### config.mk
export PLATFORM = sky130hd
export DESIGN_NAME = card_rng
export DESIGN_NICKNAME = d
export VERILOG_FILES = /design/src/rtl/card_rng.sv
export SDC_FILE = /design/constraint.sdc
export NUM_CORES = 1
export LEC_CHECK = 0
export ABC_AREA = 1
export CORE_ASPECT_RATIO = 0.9
export CORE_MARGIN = 5
export CORE_UTILIZATION = 30
export DETAILED_ROUTE_END_ITERATION = 7
export DONT_BUFFER_PORTS = 1
export SLEW_MARGIN = 15
export SYNTH_ARGS = -nofsm -noshare
export SYNTH_HDL_FRONTEND = slang
export SYNTH_SLANG_ARGS = --single-unit
### constraint.sdc
create_clock -name clk -period 1.95 [get_ports clk]
set_clock_uncertainty 0.05 [all_clocks]
set_input_delay 0.195 -clock clk [delete_from_list [all_inputs] [get_ports clk]]
set_output_delay 0.195 -clock clk [all_outputs]
set_load 0.03 [all_outputs]
### src/rtl/card_rng.sv
// rtl/card_rng.sv - bounded uniform random draw engine on a free-running Fibonacci LFSR
//
// Purpose: returns values in 0..RANGE-1 by rejection sampling the low OUT_W
// bits of a free-running LFSR. After MAX_TRY rejected samples it folds the
// last sample down by RANGE. Supports runtime reseeding and never lets the
// LFSR settle in the all-zero state.
//
// Ports:
//   clk        in   system clock, rising edge
//   rst_n      in   asynchronous active-low reset
//   seed_load  in   load seed_in into the LFSR (aborts any draw)
//   seed_in    in   new seed, zero is replaced by SEED
//   req        in   draw request, ignored while busy
//   busy       out  draw in progress after a rejected sample
//   valid      out  one-cycle pulse, value holds a fresh draw
//   value      out  drawn value, held between pulses
//   forced     out  pulses with valid when value came from the fold path
module card_rng #(
  parameter int                LFSR_W  = 16,
  parameter logic [LFSR_W-1:0] TAPS    = 16'hD008,
  parameter logic [LFSR_W-1:0] SEED    = 16'h0002,
  parameter int                OUT_W   = 4,
  parameter int                RANGE   = 13,
  parameter int                MAX_TRY = 4
) (
  input  logic              clk,
  input  logic              rst_n,
  input  logic              seed_load,
  input  logic [LFSR_W-1:0] seed_in,
  input  logic              req,
  output logic              busy,
  output logic              valid,
  output logic [OUT_W-1:0]  value,
  output logic              forced
);

  localparam int TRY_W = $clog2(MAX_TRY + 1);
  localparam logic [TRY_W-1:0] TRY_ONE  = TRY_W'(1);
  localparam logic [TRY_W-1:0] TRY_LAST = TRY_W'(MAX_TRY);
  // One extra bit so RANGE == 2**OUT_W is representable.
  localparam logic [OUT_W:0]   RANGE_C  = (OUT_W + 1)'(RANGE);

  localparam logic [0:0] S_IDLE = 1'b0;
  localparam logic [0:0] S_DRAW = 1'b1;

  logic [LFSR_W-1:0] r_lfsr;
  logic [0:0]        r_state;
  logic [TRY_W-1:0]  r_try;
  logic              r_busy;
  logic              r_valid;
  logic              r_forced;
  logic [OUT_W-1:0]  r_value;

  logic              w_fb;
  logic [LFSR_W-1:0] w_lfsr_shift;
  logic [LFSR_W-1:0] w_lfsr_next;
  logic [LFSR_W-1:0] w_seed;
  logic [OUT_W-1:0]  w_sample;
  logic              w_accept;
  logic [OUT_W-1:0]  w_fold;
  logic [TRY_W-1:0]  w_try_inc;

  assign w_fb         = ^(r_lfsr & TAPS);
  assign w_lfsr_shift = {r_lfsr[LFSR_W-2:0], w_fb};
  // The all-zero state is a fixed point of the LFSR; reseed instead of entering it.
  assign w_lfsr_next  = (w_lfsr_shift == '0) ? SEED : w_lfsr_shift;
  assign w_seed       = (seed_in == '0) ? SEED : seed_in;

  assign w_sample  = r_lfsr[OUT_W-1:0];
  assign w_accept  = ({1'b0, w_sample} < RANGE_C);
  // A rejected sample lies in RANGE..2**OUT_W-1, so subtracting RANGE modulo
  // 2**OUT_W lands below RANGE because RANGE > 2**(OUT_W-1).
  assign w_fold    = w_sample - RANGE_C[OUT_W-1:0];
  assign w_try_inc = r_try + TRY_ONE;

  always_ff @(posedge clk or negedge rst_n) begin
    if (!rst_n) begin
      r_lfsr   <= SEED;
      r_state  <= S_IDLE;
      r_try    <= '0;
      r_busy   <= 1'b0;
      r_valid  <= 1'b0;
      r_forced <= 1'b0;
      r_value  <= '0;
    end else begin
      r_lfsr   <= seed_load ? w_seed : w_lfsr_next;
      r_valid  <= 1'b0;
      r_forced <= 1'b0;
      if (seed_load) begin
        // Reseeding abandons any draw in flight and refuses a same-cycle req.
        r_state <= S_IDLE;
        r_busy  <= 1'b0;
        r_try   <= '0;
      end else if (r_state == S_IDLE) begin
        if (req) begin
          if (w_accept) begin
            r_value <= w_sample;
            r_valid <= 1'b1;
          end else if (MAX_TRY == 1) begin
            r_value  <= w_fold;
            r_valid  <= 1'b1;
            r_forced <= 1'b1;
          end else begin
            r_state <= S_DRAW;
            r_busy  <= 1'b1;
            r_try   <= TRY_ONE;
          end
        end
      end else begin
        r_try <= w_try_inc;
        if (w_accept) begin
          r_value <= w_sample;
          r_valid <= 1'b1;
          r_state <= S_IDLE;
          r_busy  <= 1'b0;
        end else if (w_try_inc == TRY_LAST) begin
          r_value  <= w_fold;
          r_valid  <= 1'b1;
          r_forced <= 1'b1;
          r_state  <= S_IDLE;
          r_busy   <= 1'b0;
        end
      end
    end
  end

  assign busy   = r_busy;
  assign valid  = r_valid;
  assign value  = r_value;
  assign forced = r_forced;

endmodule
== Word level (Yosys, flattened, before mapping) ==
Index checks and enable logic that the tools add are counted.
Word-level totals
  bits in registers: 27
  input port bits: 20
  output and inout port bits: 7
  logic and storage cells: 57
Operators by class
  add/subtract/negate cells: 2
  magnitude comparators: 1
  eq/ne operators: 3
  muxes and demuxes: 33
  bitwise logic cells: 1
  reduce and logical (&&, ||, !) cells: 10
Operators with widths (number)
  16-bit two-way mux: 3
  16-bit logical NOT: 2
  1-bit two-way mux: 21
  4-bit two-way mux: 5
  16-bit parity: 1
  3-bit two-way mux: 4
  2-bit nonzero test: 3
  4-bit less-than comparator (second input constant): 1
  4-bit by 2-bit inequality test with 1-bit output (second input constant): 1
  4-bit AND reduction: 1
  4-bit subtractor (second input constant): 1
  3-bit by 1-bit adder with 3-bit output (second input constant): 1
  3-bit == test (second input constant): 1
  3-bit inequality test (second input constant): 1
  3-bit AND reduction: 1
  3-bit nonzero test: 1
  2-bit AND reduction: 1
  1-bit inverter: 1

== Depth between registers and ports, before layout ==
  depth after elaboration: 6
  gate-level depth with buffers: 8
  mapped depth without buffers: 8

== Worst setup path before layout ==
Ideal clock, no wire load.
  path kind: register to register
  start point: register r_lfsr[1]
  end point: register r_busy (netlist: busy)
  arrival: 1.242 ns
  data required time: 1.782 ns
  path slack: 0.541 ns
  stages on the path, launching flop included: 9
  path through: dfstp_2 > inv_1 > ha_1 > nor2_4 > nand2_2 > nand2_2 > nand2_1 > nand2_1 > nand2_1
Between the ends
  cells in the longest elaborated chain, start to end: 4
  elaborated cells between the ends (all ways): 7
  classes of those cells: order compare: 1; eq/ne: 2; mux: 3; reduce/logical: 1
Ends and longest elaborated chain
  start: declaration: RTL line 46  | logic [LFSR_W-1:0] r_lfsr;
  start signal: assignment: RTL line 86  | r_lfsr <= seed_load ? w_seed : w_lfsr_next;
  4-bit less-than comparator (*): RTL line 70  | assign w_accept = ({1'b0, w_sample} < RANGE_C);
  1-bit two-way mux: RTL line 111  | if (w_accept) begin
  1-bit two-way mux: RTL line 94  | end else if (r_state == S_IDLE) begin
  1-bit two-way mux: RTL line 89  | if (seed_load) begin
  end signal: assignment: RTL line 92  | r_busy <= 1'b0;
  end signal: assignment: RTL line 115  | r_busy <= 1'b0;
  end signal: assignment: RTL line 121  | r_busy <= 1'b0;
  end: declaration: RTL line 49  | logic r_busy;
Mark *: on every way between the ends. The rest lies on a longest branch, timed or not.
A chain may end at the register's enable or synchronous reset.

== Final worst setup path ==
  start point: input seed_load
  end point: register r_lfsr[3]
Between the ends
  cells in the longest elaborated chain, start to end: 1
Ends and longest elaborated chain
  start: declaration: RTL line 28  | input logic seed_load,
  16-bit two-way mux: RTL line 86
No other way between the ends.

==> impl_metrics.yaml <==
yosys:
  yosysMostFrequentCell: "nand2_1"
  synth_seq_cells: 27
  yosys.area.top_type: "dfrtp_1"
  avgSynthCellArea_um2: 7.70
  synth_ff_type: "dfrtp_1"
  yosysTopAreaCellShare: 0.483
  synthesis.nets: 198
  syn-cell-area_um2: 1350
  ys_warn_count: 0
  yosysSeqAreaShare: 0.502
  async_reset_ff_frac: 1.00
  syn_inst: 175
  synth_common_cells: "nand2_1, dfrtp_1, nor2_1, inv_1"
  yosys-top-cells-area: "dfrtp_1, nand2_1, nor2_1"
  synth_cell_types: 18
  synth-edff-count: 0
routing:
  antenna_left: 0
  drt_iter0_drc: 50
  wl_per_cell_um: 11.7
  drt_wl_total_um: 2980
  dr.pass1.iters: 4
  vias_per_cell: 4.43
  route.detailed.drc: 0
  num_vias: 1126
sta:
  fmax_mhz: 616
  min_period_ns: 1.62
  tightestPinTransition_ns: 0.476
  setup_viol: 0
  whs_ns: -0.00253
  hold_viol: 2
  rsz0062_at_grt: "false"
  fin_setup_tns_ns: 0
  post-route-period-util: 0.833
  worst_slack_ns: 0.326
  drv_slew: 0
  slew-limit-headroom: 0.682
finish:
  syn_to_final_growth_pct: 20.4
  diodes: 0
  nFillCells: 469
  seqCellArea_um2: 677
  layout-drive-gt1-share: 0.0729
  finalNetCount: 216
  multi_input_area_um2: 576
  fin_util: 0.369
floorplanning:
  core_area_um2: 4400
  die_h_um: 73.6
  die_w_um: 80.6
  ioPinCount: 27
  placementRows: 23
  die-area_um2: 5930
  initial_core_util: 0.306
clock_tree:
  cts_sinks: 27
  cts.path.max_buffers: 2
  cts_root_buf: "clkbuf_8"
  numCtsBuffers: 3
  cts_tree: "built"
  cts_resized: 0
  cts_max_level: 1
  clk_pin_slew_ns: 0.09
  insertion_delay_ns: 0.28
worst_setup_path:
  rr_worst_depth: 8
  r2r-start: "r_lfsr[1]"
  critPathArrivalTime_ns: 1.74
  path_class: "primary input to register"
  r2r_slack_ns: 0.45
  cp_max_fo: 13
  start_kind: "primary input"
  r2r_end: "busy"
  end_kind: "register"
  cp.required_ns: 2.07
power_and_ir_drop:
  power_density_nw_per_um2: 756
  p_leak_nw: 0.810
  power.total_mw: 1.23
  vdd_drop_max_mv: 0.279
global_routing:
  track_usage: 0.110
  gr-total-overflow: 0
  grt_max_degree: 28
  grt_pass1_wl_um: 5020
  antenna_found_initial: 0
  grt_pass1_vias: 1076
job:
  max_cap_violations: 0
run_status:
  status: "complete, but fails checks"
  violations: "negative hold slack"
worst_hold_path:
  hold_start: "seed_load"
  min_path_cells: 2
  hold_end: "r_lfsr[8]"
  holdCritPathClass: "primary input to register"
placement:
  dp_slack_ns: 0.466
  portBuffers: 0
  place.detailed.hpwl_um: 2050
  routabilityCongestion: 0.845
per-layer routing:
metal / wire, µm / vias up / global-route usage
li1: - / 574 / -
met3: 137 / 7 / 0.0270
met4: 62 / 0 / 0.0338
met2: 1300 / 27 / 0.171
met5: 0 / - / 0
met1: 1470 / 518 / 0.151
registers in the layout, summed over array words and instances, names as in the netlist:
name     count
r_lfsr      16
valid        1
r_state      1
value        4
forced       1
r_try        3
busy         1
how the worst max path moves through the flow:
stage                     slack [ns]   endpoint  startpoint
after floorplan                 0.54       busy   r_lfsr[1]
after CTS                       0.33  r_lfsr[3]   seed_load
final                           0.33  r_lfsr[3]   seed_load
after detailed placement        0.47       busy   r_lfsr[1]
after global placement          0.50       busy   r_lfsr[1]
after global routing            0.26  r_lfsr[3]   seed_load
cell families (layout without fill, tap and decap cells):
group / count (synthesis) / count (layout) / synth area share
AO/OA/AOI/OAI: 14 / 14 / 0.0520
buffers and inverters: 24 / 41 / 0.0706
adder cells (fa/ha/maj): 3 / 3 / 0.0279
AND/OR/NAND/NOR: 105 / 105 / 0.334
flip-flops: 27 / 27 / 0.502
XOR/XNOR: 2 / 2 / 0.0130
where the power goes:
part           internal, mW  switching [mW]
registers             0.618          0.0908
logic                0.0836           0.107
clock network         0.144           0.183
total                 0.845           0.381
area by class of cell:
class	instances	area share
clock buffer	3	0.0254
tap	62	0.0478
multi-input combinational	124	0.355
sequential	27	0.417
clock inverter	1	0.00308
timing repair buffer	16	0.103
inverter	21	0.0486
critical path, cell delays in order:
cell and delay, ns:
dlygate4sd3_1 0.83, o21ai_0 0.15, dlygate4sd3_1 0.57
per-stage QoR:
stage	area (µm²)	cells
after floorplan	1350	175
after global placement	1420	235
after detailed placement	1420	235
after CTS	1620	254
after global routing	1620	254
final	1620	254
placed cells by master, fill, tap and decap left out, types with 3 or more instances in the layout:
cell type,n
clkbuf_8,3
dfrtp_1,26
dlygate4sd3_1,14
ha_1,3
inv_1,21
nand2_1,58
nand2_2,4
nand3_1,13
nor2_1,24
o21ai_0,13
what timing repair did:
action	in CTS	in global routing
hold endpoints to repair	38	0
hold buffers	15	0
buffers inserted	0	0
Power figures use the tool's default switching activity.
